==> config.mk <==
export PLATFORM = sky130hd
export DESIGN_NAME = moving_average_win
export DESIGN_NICKNAME = d
export VERILOG_FILES = /design/src/rtl/moving_average_win.sv
export SDC_FILE = /design/constraint.sdc
export NUM_CORES = 1
export LEC_CHECK = 0
export BUFFER_PORTS_ARGS = -buffer_cell sky130_fd_sc_hd__clkbuf_2
export CAP_MARGIN = 0
export CORE_MARGIN = 8
export CORE_UTILIZATION = 25
export DETAILED_ROUTE_END_ITERATION = 8
export GPL_ROUTABILITY_DRIVEN = 1
export SLEW_MARGIN = 40
export SYNTH_ARGS = -nofsm -noshare
export SYNTH_HDL_FRONTEND = slang
export SYNTH_SLANG_ARGS = --single-unit
export TNS_END_PERCENT = 1
==> constraint.sdc <==
create_clock -name clk -period 5.18 [get_ports clk]
set_input_delay 1.554 -clock clk [delete_from_list [all_inputs] [get_ports clk]]
set_output_delay 1.554 -clock clk [all_outputs]
set_load 0.1 [all_outputs]
==> src/rtl/moving_average_win.sv <==
// moving_average_win: streaming moving-average filter over signed samples.
//
// Keeps the last DEPTH = 2**LOG2_DEPTH accepted samples in a circular buffer and
// updates a running sum incrementally (add newest, subtract evicted). The average
// is the running sum shifted right by LOG2_DEPTH.
//
// Build option: define MOVING_AVERAGE_ROUND_EN to round the average half-up
// (toward +inf). Otherwise the average is floored (plain arithmetic shift).
//
// Ports:
//   clk        clock, all state updates on the rising edge
//   rst        synchronous active-high reset, highest priority
//   clear      synchronous flush of window, sum and fill count; drops a same-cycle sample
//   in_valid   in_data carries a new sample this cycle
//   in_data    signed sample
//   out_valid  one-cycle pulse after an accept that leaves the window full
//   out_data   signed window average, held between out_valid pulses
//   out_sum    signed running sum of the window (tracks every accept)
//   out_fill   samples currently in the window, saturates at DEPTH
module moving_average_win #(
  parameter int DATA_W     = 8,
  parameter int LOG2_DEPTH = 4,
  localparam int SUM_W     = DATA_W + LOG2_DEPTH
) (
  input  logic                     clk,
  input  logic                     rst,
  input  logic                     clear,
  input  logic                     in_valid,
  input  logic signed [DATA_W-1:0] in_data,
  output logic                     out_valid,
  output logic signed [DATA_W-1:0] out_data,
  output logic signed [SUM_W-1:0]  out_sum,
  output logic [LOG2_DEPTH:0]      out_fill
);

  localparam int Depth = 2 ** LOG2_DEPTH;
  localparam int PtrW  = (LOG2_DEPTH > 0) ? LOG2_DEPTH : 1;
  localparam int FillW = LOG2_DEPTH + 1;
`ifdef MOVING_AVERAGE_ROUND_EN
  // Half an output LSB; zero when the window is a single sample.
  localparam int HalfLsb = (2 ** LOG2_DEPTH) / 2;
`endif

  logic signed [DATA_W-1:0] buf_q [Depth];
  logic signed [SUM_W-1:0]  sum_q, sum_d;
  logic [PtrW-1:0]          wptr_q, wptr_d;
  logic [FillW-1:0]         fill_q, fill_d;
  logic                     out_valid_q, out_valid_d;
  logic signed [DATA_W-1:0] out_data_q, out_data_d;

  logic                     accept;
  logic signed [DATA_W-1:0] evicted;
  logic signed [DATA_W-1:0] avg;
`ifdef MOVING_AVERAGE_ROUND_EN
  logic signed [SUM_W:0]    rnd;
`endif

  assign accept  = in_valid & ~clear;
  assign evicted = buf_q[wptr_q];

  always_comb begin
    sum_d       = sum_q;
    wptr_d      = wptr_q;
    fill_d      = fill_q;
    out_valid_d = 1'b0;
    out_data_d  = out_data_q;
    avg         = '0;
`ifdef MOVING_AVERAGE_ROUND_EN
    rnd         = '0;
`endif

    if (clear) begin
      sum_d      = '0;
      wptr_d     = '0;
      fill_d     = '0;
      out_data_d = '0;
    end else if (accept) begin
      // Entries not yet written are zero, so warm-up partial sums stay exact.
      sum_d  = sum_q + SUM_W'(in_data) - SUM_W'(evicted);
      wptr_d = (wptr_q == PtrW'(Depth - 1)) ? '0 : wptr_q + PtrW'(1);
      fill_d = (fill_q == FillW'(Depth)) ? fill_q : fill_q + FillW'(1);

`ifdef MOVING_AVERAGE_ROUND_EN
      // One extra bit so adding the half LSB cannot wrap at the positive limit.
      rnd = (SUM_W + 1)'(sum_d) + (SUM_W + 1)'(HalfLsb);
      avg = DATA_W'(rnd >>> LOG2_DEPTH);
`else
      avg = DATA_W'(sum_d >>> LOG2_DEPTH);
`endif

      if (fill_d == FillW'(Depth)) begin
        out_valid_d = 1'b1;
        out_data_d  = avg;
      end
    end
  end

  always_ff @(posedge clk) begin
    if (rst) begin
      sum_q       <= '0;
      wptr_q      <= '0;
      fill_q      <= '0;
      out_valid_q <= 1'b0;
      out_data_q  <= '0;
    end else begin
      sum_q       <= sum_d;
      wptr_q      <= wptr_d;
      fill_q      <= fill_d;
      out_valid_q <= out_valid_d;
      out_data_q  <= out_data_d;
    end
  end

  always_ff @(posedge clk) begin
    if (rst || clear) begin
      for (int i = 0; i < Depth; i++) begin
        buf_q[i] <= '0;
      end
    end else if (accept) begin
      buf_q[wptr_q] <= in_data;
    end
  end

  assign out_valid = out_valid_q;
  assign out_data  = out_data_q;
  assign out_sum   = sum_q;
  assign out_fill  = fill_q;

endmodule
==> metrics.yaml, run 1 <==
outcome:
  outcome: "complete, no violations"
clock_network:
  postCtsResizedCells: 0
  cts_max_path_buffers: 2
  clkSlewWorstSetupHoldPaths_ns: 0.07
  htree_num_levels: 4
  cts_tree: "yes"
  post_cts_buffers: 0
  worst_skew_pair.late_latency_ns: 0.44
  cts_root_buffer: "sky130_fd_sc_hd__clkbuf_16"
  tritoncts.num_buffers: 17
  clock-sinks: 162
  ctsHoldBuffers: 0
timing:
  worst_hold_slack_ns: 0.474
  worst_slew_pin_slew_ns: 0.831
  tns_ns: 0
  rsz_0062_raised_after_global_routing: "false"
  fmax_ghz: 0.225
  timing_max_transition_violations_final: 0
  min_period_ns: 4.44
  finalWorstSetupSlack_ns: 0.740
  clock_skew_ns: 0.0183
  slew-limit-headroom_pct: 44.0
  layout_worst_path_cycle_share_pct: 85.7
  final-hold-violation-count: 0
  finalSetupViolCount: 0
critical_path:
  category_of_the_worst_setup_path_capture_point: "flip-flop"
  r2r_slack_ns: 0.74
  crit-reg2reg-capture: "out_data[4]"
  critPathKind: "flip-flop to flip-flop"
  reg2regPathDepth: 11
  timing.critical_path.required_ns: 5.51
  critPathLaunchType: "flip-flop"
  worst_setup_path_endpoint: "out_data[4]"
  cp.arrival_ns: 4.77
  crit_path_max_fanout: 17
synthesis:
  synth_top_cells_by_count: "sky130_fd_sc_hd__edfxtp_1, sky130_fd_sc_hd__nor3_1, sky130_fd_sc_hd__inv_1, sky130_fd_sc_hd__clkbuf_1, sky130_fd_sc_hd__dfxtp_1"
  ys_dominant_reg_cell: "sky130_fd_sc_hd__edfxtp_1"
  synth_enable_flop_cells: 128
  synth_top_cells_by_area: "sky130_fd_sc_hd__edfxtp_1, sky130_fd_sc_hd__mux4_2, sky130_fd_sc_hd__dfxtp_1"
  synth_top_cell_area_share_pct: 47.6
  synth.distinct_cells: 52
  synthCells: 640
  synthesis_stage_register_bit_count: 162
  mappedNetlistArea_sq_um: 8080
  synth_most_common_cell: "sky130_fd_sc_hd__edfxtp_1"
  yosysTopAreaCell: "sky130_fd_sc_hd__edfxtp_1"
  ys_warn_count: 0
  postSynthNetCount: 682
  syn_area_per_cell_sq_um: 12.6
  register_area_share_after_synthesis_pct: 56.0
  synth-async-reset-ratio_pct: 0
die:
  die_h_microns: 196
  initial_core_utilization_pct: 25.1
  fp-row-count: 66
  core_sq_um: 32200
  boundaryPins: 38
  die_x_microns: 196
  dieArea_sq_um: 38300
global_route:
  grt-ovfl-total: 0
  grt_max_degree: 42
  number_of_antenna_violations_at_the_first_check_in_global_routing: 0
  via_count_of_the_first_global_routing_pass: 5427
  grt_first_pass_wirelength_microns: 33500
  track_usage_pct: 11.4
placed_design:
  post-place-ws_ns: 0.730
  place_congestion: 0.794
  post-dp-hpwl_microns: 14600
  port_buffers: 37
routing:
  post-route-drc-count: 0
  viasPerCell: 4.98
  initialDrtViolationCount: 586
  wl_per_cell_microns: 19.6
  vias: 5473
  first_drt_pass_iteration_count: 5
  drt-total-wl_microns: 21600
  ant_nets: 0
pwr:
  p_comb_share_pct: 17.7
  leakagePower_nw: 3.38
  clock_power_share_pct: 37.0
  power.share.switching_pct: 29.3
  cellInternalPower_mw: 2.32
  power.density_cell_area_nw_per_um2: 348
  power_switching_uw: 959
  seqPwrFrac_pct: 45.3
  ir_drop_v: 0.000206
layout:
  antenna-diode-count: 0
  syn2layout_area_growth_pct: 16.4
  drive_above_1_share_pct: 21.5
  final_nets: 722
min_path:
  hp-class: "flip-flop to flip-flop"
job:
  maxCapViolations: 0
power groups by stage:
stage,sequential [mW],clock (mW),combinational (mW)
3_5_place_dp,1.51,0,0.580
4_1_cts,1.48,1.23,0.582
6_report,1.48,1.21,0.580
5_1_grt,1.49,1.29,0.639
2_1_floorplan,1.58,0,0.353
3_3_place_gp,1.51,0,0.572
critical path: stages (launching register included):
cell and delay [ns]:
sky130_fd_sc_hd__dfxtp_2 0.71, sky130_fd_sc_hd__buf_4 0.28, sky130_fd_sc_hd__mux4_2 0.51, sky130_fd_sc_hd__mux4_2 0.48, sky130_fd_sc_hd__fa_1 0.53, sky130_fd_sc_hd__inv_1 0.08
sky130_fd_sc_hd__fa_1 0.47, sky130_fd_sc_hd__a21o_1 0.20, sky130_fd_sc_hd__a221oi_1 0.49, sky130_fd_sc_hd__a21oi_1 0.17, sky130_fd_sc_hd__xnor2_1 0.18, sky130_fd_sc_hd__a211oi_1 0.24
registers in the layout, indices dropped and copies added, names as in the netlist, named ones only:
name / flops
out_sum: 12
buf_q: 128
out_valid: 1
wptr_q: 4
out_fill: 5
out_data: 8
stage by stage:
step           utilization, %  instances  area [sq um]  power, mW
3_3_place_gp             27.5       1069          8840       2.08
3_5_place_dp             27.5       1069          8840       2.09
2_1_floorplan               -        640          8080       1.93
6_report                 29.2       1100          9410       3.27
4_1_cts                  29.2       1100          9400       3.30
5_1_grt                  29.2       1100          9410       3.42
worst min path at each step:
stage                      startpoint     endpoint  slack (ns)  cells past startpoint
after floorplan             wptr_q[1]    flip-flop        0.55                      2
after global placement    out_data[2]  out_data[2]        0.47                      2
after detailed placement  out_data[1]  out_data[1]        0.47                      2
after CTS                 out_data[1]  out_data[1]        0.48                      2
after global routing      out_data[2]  out_data[2]        0.50                      2
final                     out_data[2]  out_data[2]        0.47                      2
logic make-up after synthesis:
group                    count (synthesis)  share of synthesized area (%)
adder cells (fa/ha/maj)                 30                           5.67
AO/OA/AOI/OAI                           79                           6.07
multiplexers                            48                           12.5
AND/OR/NAND/NOR                        194                           12.5
buffers and inverters                  111                           5.59
XOR/XNOR                                16                           1.73
flip-flops                             162                           56.0
metal layers:
layer	global-route usage, %	vias up	routed length [microns]
met5	0	-	0
met1	15.7	2753	9940
met3	3.58	20	1690
met4	3.31	0	327
li1	-	2525	-
met2	17.1	175	9640
layout by cell type (no fill, tap or decap), drive strengths merged, types with 8 or more instances in the layout:
| master | instances |
|---|---|
| a21oi | 22 |
| buf | 43 |
| clkbuf | 54 |
| clkinv | 15 |
| dfxtp | 34 |
| edfxtp | 128 |
| fa | 11 |
| ha | 19 |
| inv | 49 |
| mux2i | 8 |
| mux4 | 40 |
| nand2 | 10 |
| nand3 | 9 |
| nor2 | 23 |
| nor3 | 97 |
| nor4 | 32 |
| o21ai | 23 |
| xnor2 | 9 |
cell type report:
class,instances,area [sq um]
clock buffer,17,425
clock inverter,14,130
multi-input combinational,367,3110
fill,3316,22800
sequential,162,4530
tap,408,510
timing repair buffer,80,508
inverter,52,195
No activity file was read; power rests on OpenSTA's default activity.
==> run 2: changes to the inputs <==
--- a/config.mk
+++ b/config.mk
@@ -5,12 +5,14 @@
 export SDC_FILE = /design/constraint.sdc
 export NUM_CORES = 1
 export LEC_CHECK = 0
+export ABC_AREA = 1
 export BUFFER_PORTS_ARGS = -buffer_cell sky130_fd_sc_hd__clkbuf_2
 export CAP_MARGIN = 0
 export CORE_MARGIN = 8
 export CORE_UTILIZATION = 25
 export DETAILED_ROUTE_END_ITERATION = 8
 export GPL_ROUTABILITY_DRIVEN = 1
+export RECOVER_POWER = 100
 export SLEW_MARGIN = 40
 export SYNTH_ARGS = -nofsm -noshare
 export SYNTH_HDL_FRONTEND = slang
==> run 2 against run 1 <==
Net effect:
- the run now ends with max-capacitance violations, max-slew violations left
- critical endpoint is now out_data[2]
- combinational power shrank 12%
- register-to-register slack gained 0.59 ns
- routed wire length grew 0.19%
- critical path depth shrank 2
- critical path type is now input port to flip-flop
- power shrank 3.9%
- sequential share of layout area grew 0.63 points
- global-route usage shrank 0.088 points
- maximum frequency grew 8.9%
- flip-flop and latch count is the same
- non-clock buffer count shrank 30
==> metrics.yaml, run 2 <==
timing:
  clock_skew_ns: 0.0115  # -0.00672 ns
  layout_worst_path_cycle_share_pct: 78.7  # -7.0 points
  finalSetupViolCount: 0  # unchanged
  fmax_ghz: 0.245  # +8.9%
  rsz_0062_raised_after_global_routing: "false"
  min_period_ns: 4.08  # -0.364 ns
  final-hold-violation-count: 0  # unchanged
  tns_ns: 0  # unchanged
  timing_max_transition_violations_final: 34  # +34
  slew-limit-headroom_pct: -21.3  # -65 points
  worst_slew_pin_slew_ns: 1.82  # +0.989 ns
pwr:
  power_switching_uw: 934  # -2.6%
  leakagePower_nw: 3.88  # +15%
  seqPwrFrac_pct: 46.8  # +1.5 points
  cellInternalPower_mw: 2.21  # -4.4%
  ir_drop_v: 0.000249  # +21%
  p_comb_share_pct: 16.3  # -1.4 points
  clock_power_share_pct: 36.9  # about the same
  power.density_cell_area_nw_per_um2: 339  # -2.6%
  power.share.switching_pct: 29.7  # +0.39 points
die:
  die_h_microns: 197  # +0.74%
  core_sq_um: 32500  # +0.77%
  initial_core_utilization_pct: 25.3  # +0.21 points
  die_x_microns: 197  # +0.74%
  boundaryPins: 38  # unchanged
  fp-row-count: 66  # unchanged
  dieArea_sq_um: 38900  # +1.5%
global_route:
  grt_first_pass_wirelength_microns: 34300  # +2.2%
  grt-ovfl-total: 0  # unchanged
  number_of_antenna_violations_at_the_first_check_in_global_routing: 0  # unchanged
  via_count_of_the_first_global_routing_pass: 6139  # +13%
  track_usage_pct: 11.3  # -0.088 points
  grt_max_degree: 66  # +57%
synthesis:
  synthCells: 913  # +43%
  synth_top_cells_by_count: "sky130_fd_sc_hd__nor2_1, sky130_fd_sc_hd__edfxtp_1, sky130_fd_sc_hd__nand2_1, sky130_fd_sc_hd__inv_1, sky130_fd_sc_hd__o21ai_0"
  synth-async-reset-ratio_pct: 0  # unchanged
  yosysTopAreaCell: "sky130_fd_sc_hd__edfxtp_1"
  synth.distinct_cells: 31  # -40%
  ys_warn_count: 0  # unchanged
  synth_top_cell_area_share_pct: 46.8  # -0.75 points
  synth_most_common_cell: "sky130_fd_sc_hd__nor2_1"
  register_area_share_after_synthesis_pct: 55.1  # -0.89 points
  synthesis_stage_register_bit_count: 162  # unchanged
  mappedNetlistArea_sq_um: 8210  # +1.6%
  postSynthNetCount: 955  # +40%
  synth_top_cells_by_area: "sky130_fd_sc_hd__edfxtp_1, sky130_fd_sc_hd__nor2_1, sky130_fd_sc_hd__dfxtp_1"
  synth_enable_flop_cells: 128  # unchanged
  ys_dominant_reg_cell: "sky130_fd_sc_hd__edfxtp_1"
  syn_area_per_cell_sq_um: 8.99  # -29%
job:
  maxCapViolations: 1  # +1
critical_path:
  cp.arrival_ns: 4.45  # -0.32 ns
  crit-reg2reg-capture: "out_sum[7]"
  reg2regPathDepth: 18  # +7
  timing.critical_path.required_ns: 5.55  # +0.04 ns
  category_of_the_worst_setup_path_capture_point: "flip-flop"
  launching_element_of_the_worst_setup_path: "in_valid"
  critPathKind: "input port to flip-flop"
  crit_path_max_fanout: 20  # +3
  critPathLaunchType: "input port"
  r2r_slack_ns: 1.33  # +0.59 ns
  worst_setup_path_endpoint: "out_data[2]"
routing:
  first_drt_pass_iteration_count: 5  # unchanged
  wl_per_cell_microns: 15.5  # -21%
  initialDrtViolationCount: 528  # -9.9%
  viasPerCell: 4.49  # -9.7%
  ant_nets: 0  # unchanged
  post-route-drc-count: 0  # unchanged
  drt-total-wl_microns: 21600  # +0.19%
  vias: 6277  # +15%
clock_network:
  worst_skew_pair.late_latency_ns: 0.44  # about the same
  tritoncts.num_buffers: 17  # unchanged
  clkSlewWorstSetupHoldPaths_ns: 0.07  # about the same
  cts_max_path_buffers: 2  # unchanged
  postCtsResizedCells: 0  # unchanged
  post_cts_buffers: 0  # unchanged
  cts_tree: "yes"
  ctsHoldBuffers: 0  # unchanged
  clock-sinks: 162  # unchanged
  htree_num_levels: 4  # unchanged
  cts_root_buffer: "sky130_fd_sc_hd__clkbuf_16"
placed_design:
  port_buffers: 37  # unchanged
  place_congestion: 0.882  # +11%
  post-dp-hpwl_microns: 14800  # +1.3%
  numPlacedInstances: 1365  # +28%
layout:
  multi_input_area_sq_um: 3030  # -2.5%
  register_area_sq_um: 4530  # unchanged
  largest_register_ff_count: 128  # unchanged
  layout_commonest_cell: "sky130_fd_sc_hd__nor2_1"
  final_nets: 984  # +36%
  filler_cell_count: 3444  # +3.9%
  mostFrequentLayoutCells: "sky130_fd_sc_hd__nor2_1, sky130_fd_sc_hd__edfxtp_1, sky130_fd_sc_hd__nand2_1, sky130_fd_sc_hd__inv_1, sky130_fd_sc_hd__o21ai_0"
  drive_above_1_share_pct: 6.49  # -15 points
  antenna-diode-count: 0  # unchanged
  syn2layout_area_growth_pct: 13.1
  fin_cells: 1397  # +27%
  regMostFlops: "buf_q"
outcome:
  failing_checks: "max-capacitance violations, max-slew violations"
  outcome: "finished, violations left"
min_path:
  hp-class: "flip-flop to flip-flop"
  worstHoldStart: "out_data[0]"
==> run 2: cell count changes in the layout (fill, tap and decap cells not counted), moves of 48 or more <==
cell | before | now
sky130_fd_sc_hd__o21ai_0 | 23 | 85
sky130_fd_sc_hd__nor3_1 | 97 | 0
sky130_fd_sc_hd__nor2_1 | 23 | 264
sky130_fd_sc_hd__inv_1 | 44 | 92
sky130_fd_sc_hd__nand2_1 | 10 | 121
==> run 2: final cells by class <==
cell class / instances / area share [%]
Clock buffer: 18 / 4.62
Clock inverter: 14 / 1.15
Inverter: 102 / 4.15
Multi-Input combinational cell: 609 / 32.7
Sequential cell: 162 / 48.7
Tap cell: 442 / 5.96
Timing Repair Buffer: 50 / 2.72
==> run 2: power groups by stage <==
stage               clock [mW]  combinational [mW]  sequential, mW
finish                    1.16               0.513            1.47
CTS                       1.18               0.519            1.47
floorplan                    0               0.328            1.55
detailed placement           0               0.515            1.50
global placement             0               0.515            1.50
global route              1.23               0.576            1.48
==> run 2: how the worst min path moves through the flow <==
stage | end | slack (ns) | depth (start not counted)
floorplan | flip-flop | 0.50 | 2
global placement | out_data[0] | 0.46 | 2
detailed placement | out_data[0] | 0.46 | 2
CTS | out_data[0] | 0.47 | 2
global route | out_data[0] | 0.49 | 2
finish | out_data[0] | 0.47 | 2
==> run 2: per-stage QoR <==
| stage | util (%) | instance area [sq um] | setup WS, ns | hold WS [ns] | total power [mW] |
|---|---|---|---|---|---|
| after global routing | 28.6 | 9280 | 0.699 | 0.491 | 3.28 |
| after global placement | 27.3 | 8870 | 1.32 | 0.455 | 2.01 |
| final | 28.6 | 9280 | 1.10 | 0.473 | 3.15 |
| after CTS | 29.0 | 9410 | 1.38 | 0.473 | 3.17 |
| after detailed placement | 27.3 | 8870 | 1.18 | 0.462 | 2.01 |
| after floorplan | - | 8210 | 1.46 | 0.500 | 1.88 |
==> run 2: logic make-up (layout without fill, tap and decap cells) <==
kind of cell / after synthesis / after routing / synth area share, %
flip-flops: 162 / 162 / 55.1
XOR/XNOR: 8 / 8 / 0.945
AND/OR/NAND/NOR: 425 / 425 / 21.5
AO/OA/AOI/OAI: 146 / 146 / 9.93
buffers and inverters: 142 / 184 / 6.98
adder cells (fa/ha/maj): 30 / 30 / 5.58
==> run 2: routing by layer <==
layer	vias to the layer above	routed length (microns)	global-route usage, %
met2	210	10400	18.8
met4	0	385	3.59
li1	3053	-	-
met3	25	1390	2.64
met5	-	0	0
met1	2989	9490	14.4
==> run 2: worst max-delay path: stages <==
cell	delay, ns
sky130_fd_sc_hd__clkbuf_1	0.35
sky130_fd_sc_hd__clkinvlp_2	0.56
sky130_fd_sc_hd__nor2_1	0.62
sky130_fd_sc_hd__inv_1	0.47
sky130_fd_sc_hd__nor2_1	0.33
sky130_fd_sc_hd__nand3_4	0.23
sky130_fd_sc_hd__nand2_1	0.11
sky130_fd_sc_hd__nand2_1	0.05
sky130_fd_sc_hd__nor2_1	0.15
==> run 3: changes to the inputs <==
==> constraint.sdc (replaced) <==
create_clock -name clk -period 4 [get_ports clk]
set_input_delay 1.2 -clock clk [delete_from_list [all_inputs] [get_ports clk]]
set_output_delay 1.2 -clock clk [all_outputs]
set_load 0.1 [all_outputs]
==> run 3 against run 2 <==
Net effect:
- the run still ends with max-capacitance violations, max-slew violations left
- sequential share of layout area down 0.72 points
- setup slack worse by 0.67 ns
- die area unchanged
- final cell count up 0.14%
- hold slack better by 0.011 ns
- via count up 1.1%
- flip-flop and latch count unchanged
- routed wire length up 3.3%
- non-clock buffer count up 2
- sequential power up 30%
- critical endpoint is now wptr_q[0]
==> metrics.yaml, run 3 (same netlist as run 2, synthesis figures left out) <==
timing:
  rsz_0062_raised_after_global_routing: "false"
  finalWorstSetupSlack_ns: 0.430  # -0.674 ns
  min_period_ns: 3.57
  timing_max_transition_violations_final: 34  # unchanged
  clock_skew_ns: 0.00904  # -0.00249 ns
  tns_ns: 0  # unchanged
  worst_slew_pin_slew_ns: 1.89  # +0.0671 ns
  fmax_ghz: 0.280
  slew-limit-headroom_pct: -25.8  # -4.5 points
  layout_worst_path_cycle_share_pct: 89.3
  finalSetupViolCount: 0  # unchanged
  final-hold-violation-count: 0  # unchanged
global_route:
  track_usage_pct: 11.7  # +0.35 points
  grt-ovfl-total: 0  # unchanged
  via_count_of_the_first_global_routing_pass: 6268  # +2.1%
  grt_max_degree: 66  # unchanged
  number_of_antenna_violations_at_the_first_check_in_global_routing: 0  # unchanged
  grt_first_pass_wirelength_microns: 34900  # +1.8%
die:
  core_sq_um: 32500  # unchanged
  fp-row-count: 66  # unchanged
  die_h_microns: 197  # unchanged
  boundaryPins: 38  # unchanged
  die_x_microns: 197  # unchanged
  dieArea_sq_um: 38900  # unchanged
  initial_core_utilization_pct: 25.3  # unchanged
clock_network:
  cts_tree: "yes"
  worst_skew_pair.late_latency_ns: 0.43  # about the same
  clkSlewWorstSetupHoldPaths_ns: 0.06  # about the same
  post_cts_buffers: 0  # unchanged
  ctsHoldBuffers: 0  # unchanged
  clock-sinks: 162  # unchanged
  postCtsResizedCells: 0  # unchanged
  tritoncts.num_buffers: 17  # unchanged
  htree_num_levels: 4  # unchanged
  cts_root_buffer: "sky130_fd_sc_hd__clkbuf_16"
  cts_max_path_buffers: 2  # unchanged
critical_path:
  critical_path.cell_chain: "clkbuf_1, nor2_4, clkbuf_1, nand2_1, a21oi_1"
  path_delay_family: "buffers and inverters"
  crit_path_max_fanout: 33  # +65%
  critPathKind: "input port to flip-flop"
  cp.buffers_inverters: 2  # -1
  cp_common_cell: "sky130_fd_sc_hd__clkbuf_1"
  critical-path-max-stage-delay_ns: 1.35  # +0.73 ns
  category_of_the_worst_setup_path_capture_point: "flip-flop"
  timing.critical_path.required_ns: 4.33  # -1.22 ns
  cp.arrival_ns: 3.90  # -0.55 ns
  critPathLaunchType: "input port"
  crit_slowest_cell: "sky130_fd_sc_hd__clkbuf_1"
layout:
  largest_register_ff_count: 128  # unchanged
  mostFrequentLayoutCells: "sky130_fd_sc_hd__nor2_1, sky130_fd_sc_hd__edfxtp_1, sky130_fd_sc_hd__nand2_1, sky130_fd_sc_hd__inv_1, sky130_fd_sc_hd__o21ai_0"
  syn2layout_area_growth_pct: 14.7
  drive_above_1_share_pct: 7.11  # +0.61 points
  antenna-diode-count: 0  # unchanged
  register_area_sq_um: 4530  # unchanged
  multi_input_area_sq_um: 3030  # about the same
  regMostFlops: "buf_q"
  layout_commonest_cell: "sky130_fd_sc_hd__nor2_1"
  filler_cell_count: 3450  # +0.17%
  final_nets: 986  # +0.20%
routing:
  wl_per_cell_microns: 16.0  # +3.2%
  post-route-drc-count: 0  # unchanged
  detail_route.wirelength.met1_microns: 10200  # +7.0%
  met2_wirelength_microns: 10400  # +0.66%
  vias: 6343  # +1.1%
  route.met3.wl_microns: 1210  # -13%
  initialDrtViolationCount: 625  # +18%
  first_drt_pass_iteration_count: 5  # unchanged
  viasPerCell: 4.53  # +0.91%
  routed.top_layer: "met4"
  ant_nets: 0  # unchanged
  drt-total-wl_microns: 22400  # +3.3%
outcome:
  failing_checks: "max-capacitance violations, max-slew violations"
  outcome: "finished, violations left"
pwr:
  ir_drop_v: 0.000206  # -17%
  total_power_mw: 4.36  # +39%
  power.density_cell_area_nw_per_um2: 463  # +37%
  leakagePower_nw: 3.95  # +1.8%
placed_design:
  place_congestion: 0.878  # -0.40%
  post-dp-hpwl_microns: 15700  # +5.7%
  port_buffers: 37  # unchanged
  post-place-ws_ns: 0.529  # -0.652 ns
min_path:
  hp-class: "flip-flop to flip-flop"
job:
  maxCapViolations: 1  # unchanged
## run 3: changes by cell type in the layout (fill, tap and decap cells not counted), sizes merged
cell and change:
clkbuf -2, clkinvlp -1, clkinv -6, buf +3
inv +4, bufinv +4
## run 3: worst paths after layout
path / cells after the start / from / endpoint / slack [ns]
worst min register to register: 2 / out_data[0] / out_data[0] / 0.48
worst max register to register: 19 / flip-flop / out_sum[8] / 0.51
worst max-delay path: 5 / clear / wptr_q[0] / 0.43
worst min-delay path: 2 / out_data[0] / out_data[0] / 0.48
## run 3: where the power goes
group          total [mW]  switching, mW  internal (mW)
logic               0.668          0.480          0.188
clock network        1.79          0.722           1.06
registers            1.91         0.0288           1.88
total                4.36           1.23           3.13
## run 3: layer usage
metal / global-route usage [%] / up-vias
met2: 18.4 / 185
li1: - / 3052
met5: 0 / -
met1: 15.3 / 3068
met4: 4.74 / 0
met3: 2.73 / 38
## run 3: stage by stage
stage	std cells	hold slack, ns	cell area (sq um)	util, %
CTS	1399	0.491	9540	29.4
finish	1399	0.484	9420	29.0
floorplan	913	0.500	8210	-
detailed placement	1367	0.475	8900	27.4
global placement	1367	0.463	8900	27.4
global route	1399	0.513	9420	29.0
## run 3: cell type report
cell class / instances / share of cell area, %
flip-flops and latches: 162 / 48.0
multi-input cells: 609 / 32.2
well taps: 442 / 5.87
clock buffers: 17 / 4.51
inverters: 102 / 4.09
repair buffers: 52 / 3.01
clock inverters: 15 / 2.28
## run 3: worst register-to-register path: stages (launching register included)
cell	delay, ns
sky130_fd_sc_hd__dfxtp_1	0.41
sky130_fd_sc_hd__inv_2	0.18
sky130_fd_sc_hd__buf_12	0.22
sky130_fd_sc_hd__nor2_1	0.09
sky130_fd_sc_hd__nor2_1	0.05
sky130_fd_sc_hd__o21ai_0	0.16
sky130_fd_sc_hd__o211ai_1	0.19
sky130_fd_sc_hd__nand3_1	0.14
sky130_fd_sc_hd__nand2_1	0.11
sky130_fd_sc_hd__fa_1	0.50
sky130_fd_sc_hd__inv_1	0.07
sky130_fd_sc_hd__fa_1	0.52
sky130_fd_sc_hd__nand2_1	0.10
sky130_fd_sc_hd__nand3_1	0.10
sky130_fd_sc_hd__nand3_1	0.10
sky130_fd_sc_hd__nand2_1	0.07
sky130_fd_sc_hd__nand2_1	0.06
sky130_fd_sc_hd__nand2_1	0.07
sky130_fd_sc_hd__o21ai_0	0.17
sky130_fd_sc_hd__inv_1	0.06
